==> config.mk <==
export PLATFORM = sky130hd
export DESIGN_NAME = kick_scheduler
export DESIGN_NICKNAME = d
export VERILOG_FILES = /design/src/rtl/kick_scheduler.sv
export SDC_FILE = /design/constraint.sdc
export NUM_CORES = 1
export LEC_CHECK = 0
export BUFFER_PORTS_ARGS = -buffer_cell sky130_fd_sc_hd__buf_4
export CAP_MARGIN = 5
export CORE_MARGIN = 5
export CORE_UTILIZATION = 25
export CTS_CLUSTER_SIZE = 40
export DETAILED_ROUTE_END_ITERATION = 12
export HOLD_SLACK_MARGIN = 0.03
export PLACE_DENSITY = 0.49
export SLEW_MARGIN = 25
export SYNTH_ARGS = -nofsm -noshare
export SYNTH_HDL_FRONTEND = slang
export SYNTH_SLANG_ARGS = --single-unit
==> constraint.sdc <==
create_clock -name clk -period 3.5 [get_ports clk]
set_input_delay 0.35 -clock clk [delete_from_list [all_inputs] [get_ports clk]]
set_output_delay 0.35 -clock clk [all_outputs]
set_load 0.1 [all_outputs]
==> src/rtl/kick_scheduler.sv <==
// Kicker sequencer: charge, ready/arbitration between host (A) and auto-kick (B),
// timed fire strobe, post-kick cooldown and sticky charge-timeout fault.
module kick_scheduler #(
    parameter int unsigned TICK_DIV       = 50000,
    parameter int unsigned CHARGE_TIMEOUT = 3000,
    parameter int unsigned COOLDOWN_MS    = 200,
    parameter int unsigned KS_HOLD        = 64
) (
    input  logic       clk,
    input  logic       rst,
    input  logic       req_a,
    input  logic [7:0] req_a_time,
    input  logic       req_b,
    input  logic [7:0] req_b_time,
    input  logic       ball_sense,
    input  logic       charge_done,
    input  logic       clear_fault,
    output logic       charge_en,
    output logic       kickstart,
    output logic [7:0] kicktime,
    output logic       ack_a,
    output logic       ack_b,
    output logic       ready,
    output logic       fault
);

    localparam int unsigned PW  = $clog2(TICK_DIV);
    localparam int unsigned MSW = 16;
    localparam int unsigned HW  = $clog2(KS_HOLD + 1);

    localparam logic [PW-1:0]  PRESC_LAST   = PW'(TICK_DIV - 1);
    localparam logic [MSW-1:0] TIMEOUT_LAST = MSW'(CHARGE_TIMEOUT - 1);
    localparam logic [MSW-1:0] COOL_LAST    = MSW'(COOLDOWN_MS - 1);
    localparam logic [MSW-1:0] MS_MAX       = '1;
    localparam logic [HW-1:0]  HOLD_LAST    = HW'(KS_HOLD - 1);

    typedef enum logic [2:0] {
        S_CHARGE,
        S_READY,
        S_FIRE,
        S_COOLDOWN,
        S_FAULT
    } state_t;

    state_t         state_q, state_d;
    logic [PW-1:0]  presc_q, presc_d;
    logic [MSW-1:0] ms_q, ms_d;
    logic [HW-1:0]  hold_q, hold_d;
    logic [7:0]     kicktime_q, kicktime_d;
    logic           charge_en_q, charge_en_d;
    logic           kickstart_q, kickstart_d;
    logic           ack_a_q, ack_a_d;
    logic           ack_b_q, ack_b_d;
    logic           ready_q, ready_d;
    logic           fault_q, fault_d;

    logic           tick;
    logic           entering;
    logic           a_ok;
    logic           b_ok;
    logic [MSW-1:0] ms_inc;

    always_comb begin
        state_d    = state_q;
        kicktime_d = kicktime_q;
        ack_a_d    = 1'b0;
        ack_b_d    = 1'b0;

        tick   = (presc_q == PRESC_LAST);
        ms_inc = (ms_q == MS_MAX) ? ms_q : ms_q + MSW'(1);
        // A level still high during its own ack cycle is the request just consumed.
        a_ok   = req_a && !ack_a_q;
        b_ok   = req_b && ball_sense && !ack_b_q;

        case (state_q)
            S_CHARGE: begin
                if (charge_done) begin
                    state_d = S_READY;
                end else if (tick && (ms_q >= TIMEOUT_LAST)) begin
                    state_d = S_FAULT;
                end
            end
            S_READY: begin
                if (a_ok) begin
                    ack_a_d    = 1'b1;
                    kicktime_d = req_a_time;
                    if (req_a_time != 8'd0) state_d = S_FIRE;
                end else if (b_ok) begin
                    ack_b_d    = 1'b1;
                    kicktime_d = req_b_time;
                    if (req_b_time != 8'd0) state_d = S_FIRE;
                end else if (!charge_done) begin
                    state_d = S_CHARGE;
                end
            end
            S_FIRE: begin
                if (hold_q == HOLD_LAST) state_d = S_COOLDOWN;
            end
            S_COOLDOWN: begin
                if (tick && (ms_q >= COOL_LAST)) state_d = S_CHARGE;
            end
            S_FAULT: begin
                if (clear_fault) state_d = S_CHARGE;
            end
            default: state_d = S_CHARGE;
        endcase

        if ((state_d == S_COOLDOWN) && (state_q != S_COOLDOWN)) kicktime_d = 8'd0;

        // Timebase and ms count restart on every state entry.
        entering = (state_d != state_q);
        presc_d  = (entering || tick) ? '0 : presc_q + PW'(1);
        ms_d     = entering ? '0 : (tick ? ms_inc : ms_q);
        hold_d   = ((state_q == S_FIRE) && (state_d == S_FIRE)) ? hold_q + HW'(1) : '0;

        charge_en_d = (state_d == S_CHARGE) || (state_d == S_READY);
        kickstart_d = (state_d == S_FIRE);
        ready_d     = (state_d == S_READY);
        fault_d     = (state_d == S_FAULT);
    end

    always_ff @(posedge clk) begin
        if (rst) begin
            state_q     <= S_CHARGE;
            presc_q     <= '0;
            ms_q        <= '0;
            hold_q      <= '0;
            kicktime_q  <= 8'd0;
            charge_en_q <= 1'b0;
            kickstart_q <= 1'b0;
            ack_a_q     <= 1'b0;
            ack_b_q     <= 1'b0;
            ready_q     <= 1'b0;
            fault_q     <= 1'b0;
        end else begin
            state_q     <= state_d;
            presc_q     <= presc_d;
            ms_q        <= ms_d;
            hold_q      <= hold_d;
            kicktime_q  <= kicktime_d;
            charge_en_q <= charge_en_d;
            kickstart_q <= kickstart_d;
            ack_a_q     <= ack_a_d;
            ack_b_q     <= ack_b_d;
            ready_q     <= ready_d;
            fault_q     <= fault_d;
        end
    end

    assign charge_en = charge_en_q;
    assign kickstart = kickstart_q;
    assign kicktime  = kicktime_q;
    assign ack_a     = ack_a_q;
    assign ack_b     = ack_b_q;
    assign ready     = ready_q;
    assign fault     = fault_q;

endmodule

Word level (Yosys, flattened, before mapping):

Cells that the tools add are included.

* shift-type cells: 0
* eq/ne operators: 13
* muxes and demuxes: 15
* order comparisons: 2
* $mul: 0
* bitwise gates (word level): 3
* reduce and logical (&&, ||, !) cells: 24
* divide/modulo/power cells: 0
* $add $sub $neg: 3

Operator list (count)
* adder 16 x 1 -> 16 bit, second input constant: 2
* == test 16 bit, second input constant: 2
* two-way mux 3 bit: 10
* >= comparator 16 x 12 -> 1 bit, second input constant: 1
* >= comparator 16 x 8 -> 1 bit, second input constant: 1
* two-way mux 8 bit: 2
* nonzero test 8 bit: 2
* one-hot mux 3 bit (5 select lines): 1
* == test 3 x 2 -> 1 bit, second input constant: 4
* OR reduction 2 bit: 5
* adder 7 x 1 -> 7 bit, second input constant: 1
* == test 7 x 6 -> 1 bit, second input constant: 1
* logical AND 1 bit: 7
* == test 3 x 1 -> 1 bit, second input constant: 2
* == test 3 bit, second input constant: 2
* logical NOT 3 bit: 2
* AND reduction 2 bit: 2
* inequality test 3 x 2 -> 1 bit, second input constant: 1
* inequality test 3 bit: 1
* NOT 1 bit: 3
* OR reduction 3 bit: 1
* logical NOT 1 bit: 2
* logical OR 1 bit: 2
* two-way mux 1 bit: 2
* nonzero test 2 bit: 1

* ROM bits: 0
* output and inout port bits: 14
* memory bits (writable): 0
* register bits: 56
* logic and storage cells: 71
* memories: 0
* bits in latches: 0

Depth between registers and ports, before layout:

* depth after elaboration: 9
* depth in mapped cells: 9
* gate-level depth less buffers: 6

Least setup slack after synthesis:

OpenSTA, ideal clock, no wires.

* path kind: register -> register
* start: reg ack_b_q, in the netlist ack_b
* end: reg presc_q[15]
* setup slack: 1.107 ns
* period minus slack after synthesis: 2.393 ns
* setup time: 0.089 ns
* cell stages (with the launch flop): 7
* required time: 3.411 ns
* arrival time: 2.304 ns
* buffers on the path: 1
* cell sequence: dfxtp_1 nand3b_1 a21oi_1 a2111oi_4 o41ai_4 buf_6 nor4_2

* cells in the longest elaborated chain, start to end: 8

Ends and longest elaborated chain
* from (decl): line 53 `logic ack_b_q, ack_b_d;`
* from (signal assigned): line 144 `ack_b_q <= ack_b_d;`
* logical NOT 1 bit: line 73 `b_ok = req_b && ball_sense && !ack_b_q;`
* logical AND 1 bit: line 73
* two-way mux 3 bit: line 88 `end else if (b_ok) begin`
* two-way mux 3 bit: line 84 `if (a_ok) begin`
* one-hot mux 3 bit (5 select lines): line 75 `case (state_q)`
* inequality test 3 bit: line 111 `entering = (state_d != state_q);`
* logical OR 1 bit: line 112 `presc_d = (entering || tick) ? '0 : presc_q + PW'(1);`
* OR reduction 2 bit (no line)
* to (signal assigned): line 137 `presc_q <= presc_d;`
* to (decl): line 46 `logic [PW-1:0] presc_q, presc_d;`

Every way passes these cells.
A chain may end at the register's enable or synchronous reset.

Worst setup path in the final report:

* start: reg presc_q[0]
* end: reg presc_q[3]

* cells in the longest elaborated chain, start to end: 8

Ends and longest elaborated chain
* == test 16 bit: line 69 `tick = (presc_q == PRESC_LAST);`
* logical AND 1 bit: line 79 `end else if (tick && (ms_q >= TIMEOUT_LAST)) begin`
* two-way mux 3 bit: line 79
* two-way mux 3 bit: line 77 `if (charge_done) begin`
* one-hot mux 3 bit (5 select lines): line 75
* inequality test 3 bit: line 111
* logical OR 1 bit: line 112
* OR reduction 2 bit (no line)

Parallel ways exist; a longest one is shown, timed or not.

==> summary.md <==
| Metric | Value |
|---|---|
| Status | completed |
| CTS Buffer Depth | 2 |
| Slowest library cell on the worst path | buf_4 |
| Diodes inserted | 0 |
| Netlist cell types | 53 |
| Vias in the first global route | 2284 |
| Post-route DRC violation count | 0 |
| Core Region | 10900 um2 |
| Reg-to-reg endpoint | presc_q[3]$_SDFF_PP0_ |
| Share of the yosys chip area belonging to registers | 40.3% |
| TritonCTS clock tree | yes |
| Clock Pin Slew Worst Setup and Hold Paths | roughly 100 ps |
| Layout area overhead | 18.9% |
| Worst hold path class | in -> reg |
| Hold Path Sink | state_q[0]$_SDFF_PP0_ |
| Final hold vios | 0 |
| Drt initial violations | ~160 |
| Unrepaired setup endpoints after global routing | false |
| Clock latency at the later pin of the worst-skew pair | 320 ps |
| Top delay family on crit path | compound AO/OA/AOI/OAI gates |
| Crit share post-route | a little over two thirds |
| I/O pin count | 37 |
| Number of antenna violations at the first check in global routing | 0 |
| Final-report max-slew violation count | 0 |
| Static Leak | 1.14 nW |
| CTS hold repair buffers | 0 |
| Setup TNS Final | 0 ps |
| DR WL/cell | approximately 14 um |
| DP HPWL | 4610 um |
| Clock Tree Root | clkbuf_8 |
| Clk pwr share | 30.9% |
| CTS resizes | 0 |
| Hold Path Depth | 2 |
| Min Tclk post-route | 2450 ps |
| Setup crit start kind | register |
| Flops & latches, synth | 56 |
| Slew HR | 50.0% |
| Switching share of total power | between 30% and 40% |
| Post-CTS Repair Setup Buffers | 0 |
| Worst EP required | around 3700 ps |
| CP bufs+invs | 1 |
| Tot GR Track Use | a little over a tenth |
| Final ANT Viol Nets | 0 |
| EDFF count, synth | 0 |
| Max incr delay on CP | 420 ps |
| Routed vias/inst | roughly 4.9 |
| Min-delay src | rst |
| Critical Path End Type | register |
| PwrDens | 429 nW/um2 |
| Synthesized cell area | 2780 um2 |
| Congestion Overflow GR | 0 |
| Synth warn | 0 |
| Crit-path max FO | 32 |
| Worst path cell trace | ha_1, and3_1, nand4_1, a21bo_2, o41ai_4, buf_4, nor4_1 |
| Largest net degree at the start of global routing | 33 |
| Die X | 115 um |
| Net switching power | 461 uW |
| Worst vdd ir | 0.200 mV |
| Clock Skews | between 6 and 7 ps |
| Syn Area/Cell | 9.49 um2 |
| Starting Density | 25.5% |
| Kind of critical path | reg -> reg |
| Layout Nets | roughly 350 |
| Die ar. | 13300 um2 |
| TritonCTS buffer count | 5 |
| Final setup viols | 0 |
| Top_reg_cell synth | dfxtp_1 |
| Die Span Y | 115 um |
| Worst slew pin tran | 744 ps |
| Sequential power share | 47.6% |
| Combinational share of power | between 20 and 25% |
| Routed WL | 6400 um |
| Synth async-reset ratio | 0% |
| R2R Path Start | presc_q[0]$_SDFF_PP0_ |
| Final core occ | 30.3% |
| Crit path DAT | 2640 ps |
| Syn_nets | 319 |
| Internal | 958 uW |
| Port Buffers | 36 |
| Layout cells sized above 1 | 19.8% |
| Drt first pass iters | 4 |
| Global-route wire length before repair | 11200 um |
| Vias | 2302 |
| GPL Wtd Cong | 0.753 |
| Sinks on Clock Net | 56 |
| Synth Instances | 293 |
| Worst R2R Path Depth | 7 |
| F_max | 0.408 GHz |
| Num rows | 38 |
| CTS HTree Levels | 2 |
| Max cap viols | 0 |
| Worst reg2reg setup slack | 1050 ps |
## cell type report
cell class / count / area [um2]
Sequential cell: 56 / 1120
Fill cell: 1134 / 7580
Clock buffer: 5 / 68.8
Inverter: 5 / 18.8
Multi-Input combinational cell: 219 / 1570
Timing Repair Buffer: 40 / 300
Tap cell: 140 / 175
Clock inverter: 3 / 46.3
## synthesized netlist by cell type, types with 3 or more instances
cell      instances  area (um2)
buf_2             6        30.0
and4_1            5        43.8
nor2_1           21        78.8
xnor2_1          10        87.6
nand4_1          12        75.1
and3_1            7        43.8
o21ai_1           3        15.0
inv_1             5        18.8
nor4_1           11        68.8
nor3_1           26         130
a211oi_1         10        75.1
a21oi_1           4        20.0
mux2i_1           9        90.1
and2_1            5        31.3
dfxtp_1          56        1120
ha_1              3        37.5
nand2_1          10        37.5
nand3b_1          6        45.0
nand3_1          13        65.1
clkbuf_1          4        15.0
xor2_1           21         184
nor4_2            9         113
## sequential cells by signal, indices dropped and copies added, names as in the netlist
signal and cells:
ms_q 16, presc_q 16, kicktime 8, hold_q 7, state_q 3, ack_a 1
ack_b 1, charge_en 1, fault 1, kickstart 1, ready 1
## per-stage QoR
| step | instance area (um2) | hold WS [ps] | setup WS [ps] | total power, mW | instances |
|---|---|---|---|---|---|
| finish | 3300 | 255 | 1050 | 1.42 | 468 |
| global route | 3300 | 251 | 794 | 1.49 | 468 |
| CTS | 3300 | 250 | 1010 | 1.44 | 468 |
| detailed placement | 3190 | 441 | 1020 | 0.999 | 460 |
| global placement | 3180 | 429 | 1080 | 0.996 | 460 |
| floorplan | 2780 | 413 | 1110 | 0.925 | 293 |
## cell families (layout without fill, tap and decap cells)
family	count (synthesis)	in the layout	synth area share (%)
multiplexers	9	9	3.24
AND/OR/NAND/NOR	139	139	30.4
buffers and inverters	18	53	3.24
flip-flops	56	56	40.3
XOR/XNOR	31	31	9.77
adder cells (fa/ha/maj)	3	3	1.35
AO/OA/AOI/OAI	37	37	11.7
## power by group through the flow
| stage | sequential (mW) | combinational [mW] | clock [mW] |
|---|---|---|---|
| finish | 0.676 | 0.305 | 0.438 |
| global route | 0.680 | 0.327 | 0.482 |
| CTS | 0.677 | 0.308 | 0.457 |
| floorplan | 0.803 | 0.123 | 0 |
| global placement | 0.690 | 0.306 | 0 |
| detailed placement | 0.691 | 0.308 | 0 |
## placed cells by master, fill, tap and decap left out, types with 10 or more instances in the layout
| master | n |
|---|---|
| buf_4 | 40 |
| nand2_1 | 10 |
| nor3_1 | 26 |
| nand3_1 | 13 |
| xnor2_1 | 10 |
| a211oi_1 | 10 |
| dfxtp_1 | 56 |
| nor4_1 | 11 |
| nand4_1 | 12 |
| nor2_1 | 21 |
| xor2_1 | 21 |
## metal layers
layer	track usage (%)	wire length [um]	vias up
met5	0	0	-
met3	2.56	245	10
li1	-	-	1166
met1	14.4	3210	1085
met2	16.1	2830	41
met4	3.21	116	0
## worst max path at each step
stage               slack, ps                  start                      to  cells past startpoint
global placement         1080  presc_q[0]$_SDFF_PP0_  presc_q[11]$_SDFF_PP0_                      7
CTS                      1010  presc_q[0]$_SDFF_PP0_  presc_q[13]$_SDFF_PP0_                      7
global route              790  presc_q[0]$_SDFF_PP0_  presc_q[11]$_SDFF_PP0_                      7
finish                   1050  presc_q[0]$_SDFF_PP0_   presc_q[3]$_SDFF_PP0_                      7
detailed placement       1020   ms_q[0]$_SDFFE_PP0P_   presc_q[1]$_SDFF_PP0_                      7
floorplan                1110       ack_b$_SDFF_PP0_  presc_q[15]$_SDFF_PP0_                      6
Note: power is estimated with default switching activity, not from simulation.
